===== src/rtl/lbist_pkg.sv =====
// Shared LBIST definitions: controller states and the per-width polynomial
// tap table used by both the pattern generator and the response MISR.
package lbist_pkg;

   typedef enum logic [1:0] {
      IDLE  = 2'd0,
      RUN   = 2'd1,
      CHECK = 2'd2,
      DONE  = 2'd3
   } state_e;

   localparam int unsigned MIN_WIDTH = 3;
   localparam int unsigned MAX_WIDTH = 30;

   // Tap mask for a maximal-length XOR polynomial of the given width.
   // Bit t of the result is set when stage t feeds the XOR; bit positions
   // match the 1-based stage numbering of the registers.
   function automatic logic [MAX_WIDTH:1] tap_mask(input int unsigned width);
      logic [MAX_WIDTH:1] m;
      m = '0;
      case (width)
         3:  begin m[3]  = 1'b1; m[2]  = 1'b1; end
         4:  begin m[4]  = 1'b1; m[3]  = 1'b1; end
         5:  begin m[5]  = 1'b1; m[3]  = 1'b1; end
         6:  begin m[6]  = 1'b1; m[5]  = 1'b1; end
         7:  begin m[7]  = 1'b1; m[6]  = 1'b1; end
         8:  begin m[8]  = 1'b1; m[6]  = 1'b1; m[5] = 1'b1; m[4] = 1'b1; end
         9:  begin m[9]  = 1'b1; m[5]  = 1'b1; end
         10: begin m[10] = 1'b1; m[7]  = 1'b1; end
         11: begin m[11] = 1'b1; m[9]  = 1'b1; end
         12: begin m[12] = 1'b1; m[6]  = 1'b1; m[4] = 1'b1; m[1] = 1'b1; end
         13: begin m[13] = 1'b1; m[4]  = 1'b1; m[3] = 1'b1; m[1] = 1'b1; end
         14: begin m[14] = 1'b1; m[5]  = 1'b1; m[3] = 1'b1; m[1] = 1'b1; end
         15: begin m[15] = 1'b1; m[14] = 1'b1; end
         16: begin m[16] = 1'b1; m[15] = 1'b1; m[13] = 1'b1; m[4] = 1'b1; end
         17: begin m[17] = 1'b1; m[14] = 1'b1; end
         18: begin m[18] = 1'b1; m[11] = 1'b1; end
         19: begin m[19] = 1'b1; m[6]  = 1'b1; m[2] = 1'b1; m[1] = 1'b1; end
         20: begin m[20] = 1'b1; m[17] = 1'b1; end
         21: begin m[21] = 1'b1; m[19] = 1'b1; end
         22: begin m[22] = 1'b1; m[21] = 1'b1; end
         23: begin m[23] = 1'b1; m[18] = 1'b1; end
         24: begin m[24] = 1'b1; m[23] = 1'b1; m[22] = 1'b1; m[17] = 1'b1; end
         25: begin m[25] = 1'b1; m[22] = 1'b1; end
         26: begin m[26] = 1'b1; m[6]  = 1'b1; m[2] = 1'b1; m[1] = 1'b1; end
         27: begin m[27] = 1'b1; m[5]  = 1'b1; m[2] = 1'b1; m[1] = 1'b1; end
         28: begin m[28] = 1'b1; m[25] = 1'b1; end
         29: begin m[29] = 1'b1; m[27] = 1'b1; end
         30: begin m[30] = 1'b1; m[6]  = 1'b1; m[4] = 1'b1; m[1] = 1'b1; end
         default: m = '0;
      endcase
      return m;
   endfunction

endpackage


===== src/rtl/lbist_misr_ctrl_misr_core.sv =====
// Multiple-input signature register: XOR-feedback shift register that
// folds one response word per enabled cycle into the running signature.
module misr_core
   import lbist_pkg::*;
#(
   parameter int unsigned WIDTH = 4
) (
   input  logic           clk,
   input  logic           rst_n,
   input  logic           clear,
   input  logic           enable,
   input  logic [1:WIDTH] resp,
   output logic [1:WIDTH] sig
);

   localparam logic [MAX_WIDTH:1] TAPS = tap_mask(WIDTH);

   logic [1:WIDTH] sig_q;
   logic [1:WIDTH] sig_d;
   logic           fb;

   // Feedback bit: XOR of the signature stages selected by the tap mask.
   always_comb begin
      fb = 1'b0;
      for (int unsigned t = 1; t <= WIDTH; t++) begin
         if (TAPS[t]) begin
            fb = fb ^ sig_q[t];
         end
      end
   end

   // Next signature: clear wins, then compaction, otherwise hold.
   always_comb begin
      sig_d = sig_q;
      if (clear) begin
         sig_d = '0;
      end else if (enable) begin
         sig_d[1] = fb ^ resp[1];
         for (int unsigned i = 2; i <= WIDTH; i++) begin
            sig_d[i] = sig_q[i-1] ^ resp[i];
         end
      end
   end

   // Signature register.
   always_ff @(posedge clk or negedge rst_n) begin
      if (!rst_n) begin
         sig_q <= '0;
      end else begin
         sig_q <= sig_d;
      end
   end

   assign sig = sig_q;

endmodule


===== src/rtl/lbist_misr_ctrl.sv =====
// LBIST response-compaction controller: sequences a run of num_patterns
// captures into the MISR, compares the final signature with the golden
// value and reports done/pass, while enabling the upstream generator.
module lbist_misr_ctrl
   import lbist_pkg::*;
#(
   parameter int unsigned WIDTH = 4,
   parameter int unsigned CNT_W = 16
) (
   input  logic             clk,
   input  logic             reset_n,
   input  logic             start,
   input  logic             abort,
   input  logic [CNT_W-1:0] num_patterns,
   input  logic             resp_valid,
   input  logic [1:WIDTH]   resp,
   input  logic [1:WIDTH]   golden,
   output logic             pattern_en,
   output logic             busy,
   output logic             done,
   output logic             pass,
   output logic [1:WIDTH]   signature
);

   localparam logic [CNT_W-1:0] CNT_ONE = CNT_W'(1);

   state_e           state_q, state_d;
   logic [CNT_W-1:0] count_q, count_d;
   logic             pass_q, pass_d;
   logic             sig_clear;
   logic             sig_en;

   misr_core #(
      .WIDTH (WIDTH)
   ) u_misr (
      .clk    (clk),
      .rst_n  (reset_n),
      .clear  (sig_clear),
      .enable (sig_en),
      .resp   (resp),
      .sig    (signature)
   );

   // Next-state, counter and MISR control. Abort outranks start and
   // resp_valid; a start from DONE behaves exactly like one from IDLE.
   always_comb begin
      state_d   = state_q;
      count_d   = count_q;
      pass_d    = pass_q;
      sig_clear = 1'b0;
      sig_en    = 1'b0;
      unique case (state_q)
         IDLE, DONE: begin
            if (abort) begin
               state_d = IDLE;
               pass_d  = 1'b0;
            end else if (start) begin
               count_d   = num_patterns;
               sig_clear = 1'b1;
               pass_d    = 1'b0;
               state_d   = (num_patterns == '0) ? CHECK : RUN;
            end
         end
         RUN: begin
            if (abort) begin
               state_d = IDLE;
               pass_d  = 1'b0;
            end else if (resp_valid) begin
               sig_en  = 1'b1;
               count_d = count_q - CNT_ONE;
               if (count_q == CNT_ONE) begin
                  state_d = CHECK;
               end
            end
         end
         CHECK: begin
            if (abort) begin
               state_d = IDLE;
               pass_d  = 1'b0;
            end else begin
               pass_d  = (signature == golden);
               state_d = DONE;
            end
         end
         default: begin
            state_d = IDLE;
         end
      endcase
   end

   // State, pattern counter and compare-result registers.
   always_ff @(posedge clk or negedge reset_n) begin
      if (!reset_n) begin
         state_q <= IDLE;
         count_q <= '0;
         pass_q  <= 1'b0;
      end else begin
         state_q <= state_d;
         count_q <= count_d;
         pass_q  <= pass_d;
      end
   end

   assign pattern_en = (state_q == RUN);
   assign busy       = (state_q == RUN) || (state_q == CHECK);
   assign done       = (state_q == DONE);
   assign pass       = (state_q == DONE) && pass_q;

endmodule

===== config.mk =====
export PLATFORM = sky130hd
export DESIGN_NAME = lbist_misr_ctrl
export DESIGN_NICKNAME = d
export VERILOG_FILES = /design/src/rtl/lbist_pkg.sv /design/src/rtl/lbist_misr_ctrl_misr_core.sv /design/src/rtl/lbist_misr_ctrl.sv
export SDC_FILE = /design/constraint.sdc
export NUM_CORES = 1
export LEC_CHECK = 0
export CORE_MARGIN = 3
export CORE_UTILIZATION = 50
export DETAILED_ROUTE_END_ITERATION = 16
export PLACE_DENSITY = 0.78
export SKIP_LAST_GASP = 1
export SLEW_MARGIN = 20
export SYNTH_ARGS = -nofsm -noshare
export SYNTH_HDL_FRONTEND = slang
export SYNTH_SLANG_ARGS = --single-unit

===== constraint.sdc =====
create_clock -name clk -period 2.8 [get_ports clk]
set_input_delay 0.42 -clock clk [delete_from_list [all_inputs] [get_ports clk]]
set_output_delay 0.42 -clock clk [all_outputs]
set_load 0.01 [all_outputs]

Word-level counts from Yosys, hierarchy flattened
Cells that the tools add are included.

storage, ports and cells
  register bits after elaboration = 23
  input bits = 29
  output and inout port bits = 8
  logic and storage cells = 59

operators by class
  add/sub/neg operators = 1
  equality and inequality tests = 13
  mux-type cells = 26
  bitwise operators = 5
  reduce and logical (&&, ||, !) cells = 10

operators by type and width
  cell                                                                      count
  16-bit 2-to-1 mux                                                         4
  16-bit one-hot mux with 2 select lines                                    1
  16-bit by 1-bit equality test with 1-bit output (second input constant)   1
  16-bit zero test                                                          1
  16-bit by 1-bit subtractor with 16-bit output (second input constant)     1
  2-bit 2-to-1 mux                                                          7
  1-bit 2-to-1 mux                                                          10
  2-bit inequality test (second input constant)                             5
  4-bit 2-to-1 mux                                                          2
  3-bit inequality test (second input constant)                             2
  2-bit one-hot mux with 3 select lines                                     1
  5-bit AND reduction                                                       1
  1-bit bitwise XOR                                                         5
  2-bit equality test (second input constant)                               2
  4-bit equality test                                                       1
  2-bit nonzero test                                                        2
  3-bit by 2-bit inequality test with 1-bit output (second input constant)  1
  1-bit one-hot mux with 3 select lines                                     1
  3-bit AND reduction                                                       1
  2-bit by 1-bit equality test with 1-bit output (second input constant)    1
  2-bit zero test                                                           1
  2-bit AND reduction                                                       1
  2-bit OR reduction                                                        1
  1-bit logical AND                                                         1
  1-bit logical OR                                                          1

Logic depth before layout (Yosys ltp)
  depth in word-level cells = 5
  gate-level depth with buffers = 9
  mapped depth without buffers = 6

Cells and area by module
A second synthesis with hierarchy kept.

unflattened totals
  cells, all modules = 190
  area total of the unflattened synthesis = 1659.1 um2

by module, submodules not included
  module           times used  cells an instance  area an instance (um2)  sequential area each (um2)
  lbist_misr_ctrl  1           173                1453.9                  475.5
  misr_core        1           17                 205.2                   100.1

Least setup slack after synthesis
OpenSTA, ideal clock, no wires.

  path kind = register -> register
  from = register state_q[0]
  to = register count_q[12]
  setup time = 0.069 ns
  data arrival time = 1.847 ns
  required time = 2.731 ns
  path slack = 0.884 ns
  stages on the path, launching flop included = 7
  buffers on the path = 1
  clock period less this slack = 1.916 ns
  cells stage by stage = dfrtp_1 ha_1 buf_4 mux2i_1 or3_1 or4_1 nand3_1

on the way
  elaborated cells on any way between the ends = 11
  those cells by class = eq/ne (6); mux (1); reduce/logical (4)

RTL lines
  item                                                                                 RTL line               source
  start: declaration                                                                   lbist_misr_ctrl.sv:27  state_e state_q, state_d;
  start signal: assignment                                                             lbist_misr_ctrl.sv:98  state_q <= state_d;
  2-bit by 1-bit equality test with 1-bit output *                                     --
  via pattern_en                                                                       lbist_misr_ctrl.sv:18  output logic pattern_en,
  2-bit inequality test (no source line) / 2-bit nonzero test (equally long branches)  --
  5-bit AND reduction (no source line)                                                 --
  end signal: assignment                                                               lbist_misr_ctrl.sv:99  count_q <= count_d;
  end: declaration                                                                     lbist_misr_ctrl.sv:28  logic [CNT_W-1:0] count_q, count_d;

Mark *: on every way through the listed nets, which the timed path passes. The rest lies on a longest branch.
A chain may end at the register's enable or synchronous reset.

Worst setup path after layout
  from = register state_q[0]
  to = output busy

on the way
  word-level cells in the longest chain between the ends = 2
  elaborated cells on any way between the ends = 3
  those cells by class = eq/ne (2); reduce/logical (1)

RTL lines
  item                                                                                          RTL line                source
  2-bit by 1-bit equality test with 1-bit output / 2-bit equality test (equally long branches)  lbist_misr_ctrl.sv:105  assign busy = (state_q == RUN) || (state_q == CHECK);
  1-bit logical OR *                                                                            lbist_misr_ctrl.sv:105
  end: declaration                                                                              lbist_misr_ctrl.sv:19   output logic busy,

Mark *: on every way between the ends. The rest lies on a longest branch, timed or not.

==> results.cfg <==
[routing]
drt-total-wl_mm = 4.09
drt-pass1-iter-count = 4
wl_per_cell_um = 15.9
num_vias = 1533
drt_iter0_markers = 99
viasPerCell = 5.96
ant_nets = 0
drc = 0

[clock_network]
cts_hold_buf = 0
clk_latency_ps = 320
root_buffer = clkbuf_4
cts.path.max_buffers = 2
htree_levels = 1
post_cts_resize_count = 0
numCtsBuffers = 3
cts_setup_buffers = 0
cts_sinks = 23
clkTransAtPathRegs_ps = 130
cts_tree = yes

[final_layout]
area_growth_pct = 27.0
fillers = 239
finalNetCount = 250
instances_no_fill = 257
antenna_cells = 0
drive_above_1_share = 0.0605

[power_and_ir_drop]
peakVddDrop_uv = 547
p_per_area_nw_per_um2 = 903
p_total_mw = 1.84
p_leak_nw = 0.815

[global_route]
use_met3 = 0.0540
grt.met2_usage = 0.348
track_usage = 0.217
grt_max_degree = 32
grt.busiest_layer = met2
met1_usage = 0.297
antenna_found_initial = 0
grt_pass1_vias = 1448
grt_pass1_wl_mm = 6.91
grt.overflow.total = 0

[synthesis]
synth_ff_type = dfrtp_1
synth_area_leaders = dfrtp_1 (36%), mux2i_1 (4.4%), ha_1 (3.9%)
ys_ff_latch = 23
synth_top_area_cell = dfrtp_1
ys_types = 46
async_flop_share = 1.00
synth_cells = 178
netlist_top_cells_count = dfrtp_1 (23), nand2_1 (13), nor2_1 (13), a21oi_1 (11), inv_1 (8)
synth_nets = 212
yosys.area.top_type_share = 0.358
yosysMostFrequentCell = dfrtp_1
synth_area_um2 = 1610
yosysSeqAreaShare = 0.358
syn_area_per_cell_um2 = 9.03
synth_edf_count = 0
yosys_warnings = 0

[timing]
setup_viol = 0
post-route-period-util = 0.786
timing.hold.ws_ps = 440
min_period_ps = 2200
final.setup_skew_ps = 9.35
max-slew-margin-rel = 0.647
final-max-slew-violation-count = 0
rsz0062_at_grt = false
fmax_mhz = 454
final-hold-violation-count = 0
worst_slew_pin_slew_ps = 529
fin_tns_setup_ps = 0
setup_ws_ps = 599

[placement]
dp_hpwl_mm = 3.09
gp_congestion = 0.827
pre_cts_slack_ps = 688
port_buffers = 36
dpl.cell_count = 253

[floorplan]
die_y_um = 62.7
ios = 37
fp-row-count = 19
dieArea_um2 = 3930
start_util = 0.554
core_um2 = 2900
die_x_um = 62.7

[setup_path]
startpoint = state_q[0]
cp-end-kind = output port
cp.arrival_ps = 1780
rrSetupSlack_ps = 760
cp_max_fo = 6
r2r_start = state_q[1]
r2r_cells = 7
critPathKind = flop to output port
r2r_end = u_misr.sig[1]
worstSetupStartpointType = flop
crit_required_ps = 2380

[min_path]
hp-class = input port to async pin

[run_status]
status = complete, no violations

[run]
maxCapViolCount = 0
==> state kept, by name, summed over array words and instances (netlist names) <==
| signal | count |
|---|---|
| state_q | 2 |
| u_misr.sig | 4 |
| count_q | 16 |
| pass_q | 1 |
==> cells in the final DEF, fill, tap and decap left out, types with 2 or more instances in the layout <==
| cell | count |
|---|---|
| nand4_1 | 5 |
| clkbuf_4 | 3 |
| a21o_1 | 3 |
| a31oi_1 | 3 |
| nor2b_1 | 5 |
| ha_1 | 5 |
| xnor2_1 | 3 |
| nor4_1 | 4 |
| a2bb2oi_1 | 3 |
| a41oi_1 | 2 |
| and2_1 | 2 |
| a21oi_1 | 11 |
| nand3_1 | 7 |
| a22o_1 | 4 |
| o21ai_0 | 4 |
| dfrtp_1 | 23 |
| o22a_1 | 6 |
| nand2b_1 | 3 |
| nor2_1 | 13 |
| buf_4 | 5 |
| o211ai_1 | 3 |
| inv_1 | 8 |
| clkdlybuf4s50_1 | 36 |
| or3_1 | 2 |
| and3_1 | 3 |
| o311ai_0 | 2 |
| o22ai_1 | 3 |
| mux2i_1 | 7 |
| xor2_1 | 6 |
| nand2_1 | 13 |
| nor3_1 | 3 |
==> cells by family (layout without fill, tap and decap cells) <==
kind of cell             count (synthesis)  after routing  share of synthesized area
XOR/XNOR                                 9              9                     0.0491
flip-flops                              23             23                      0.358
AO/OA/AOI/OAI                           48             48                      0.213
adder cells (fa/ha/maj)                  5              5                     0.0389
buffers and inverters                   16             53                     0.0452
multiplexers                             8              8                     0.0506
AND/OR/NAND/NOR                         69             69                      0.245
==> worst max-delay path by stage <==
stage                       end  cells after the start
floorplan           count_q[12]                      6
global placement    count_q[12]                      5
detailed placement   count_q[0]                      5
CTS                        busy                      4
global route               busy                      4
finish                     busy                      4
==> per-layer routing <==
metal | share of wire | up-vias
li1 | - | 738
met1 | 0.44 | 739
met2 | 0.49 | 52
met3 | 0.056 | 4
met4 | 0.0061 | 0
met5 | 0 | -
==> layout make-up <==
| cell class | count | area, µm² | area share |
|---|---|---|---|
| flip-flops and latches | 23 | 576 | 0.282 |
| clock buffers | 4 | 26.3 | 0.0129 |
| inverters | 8 | 30.0 | 0.0147 |
| well taps | 42 | 52.6 | 0.0258 |
| multi-input cells | 139 | 958 | 0.470 |
| repair buffers | 41 | 398 | 0.195 |
==> critical path, cell delays in order, from the launching register on <==
cell	delay, ps
dfrtp_1	400
inv_1	70
ha_1	360
inv_1	100
clkdlybuf4s50_1	540
==> where the power goes <==
part	switching [mW]	internal, mW	total, mW
sequential	0.190	0.481	0.671
clock	0.0987	0.0557	0.154
combinational	0.526	0.492	1.02
==> per-stage QoR <==
step / util / instance area (µm²)
global route: 0.704 / 2040
floorplan: - / 1610
global placement: 0.695 / 2010
detailed placement: 0.695 / 2010
finish: 0.704 / 2040
CTS: 0.704 / 2040
Power figures use the tool's default switching activity.
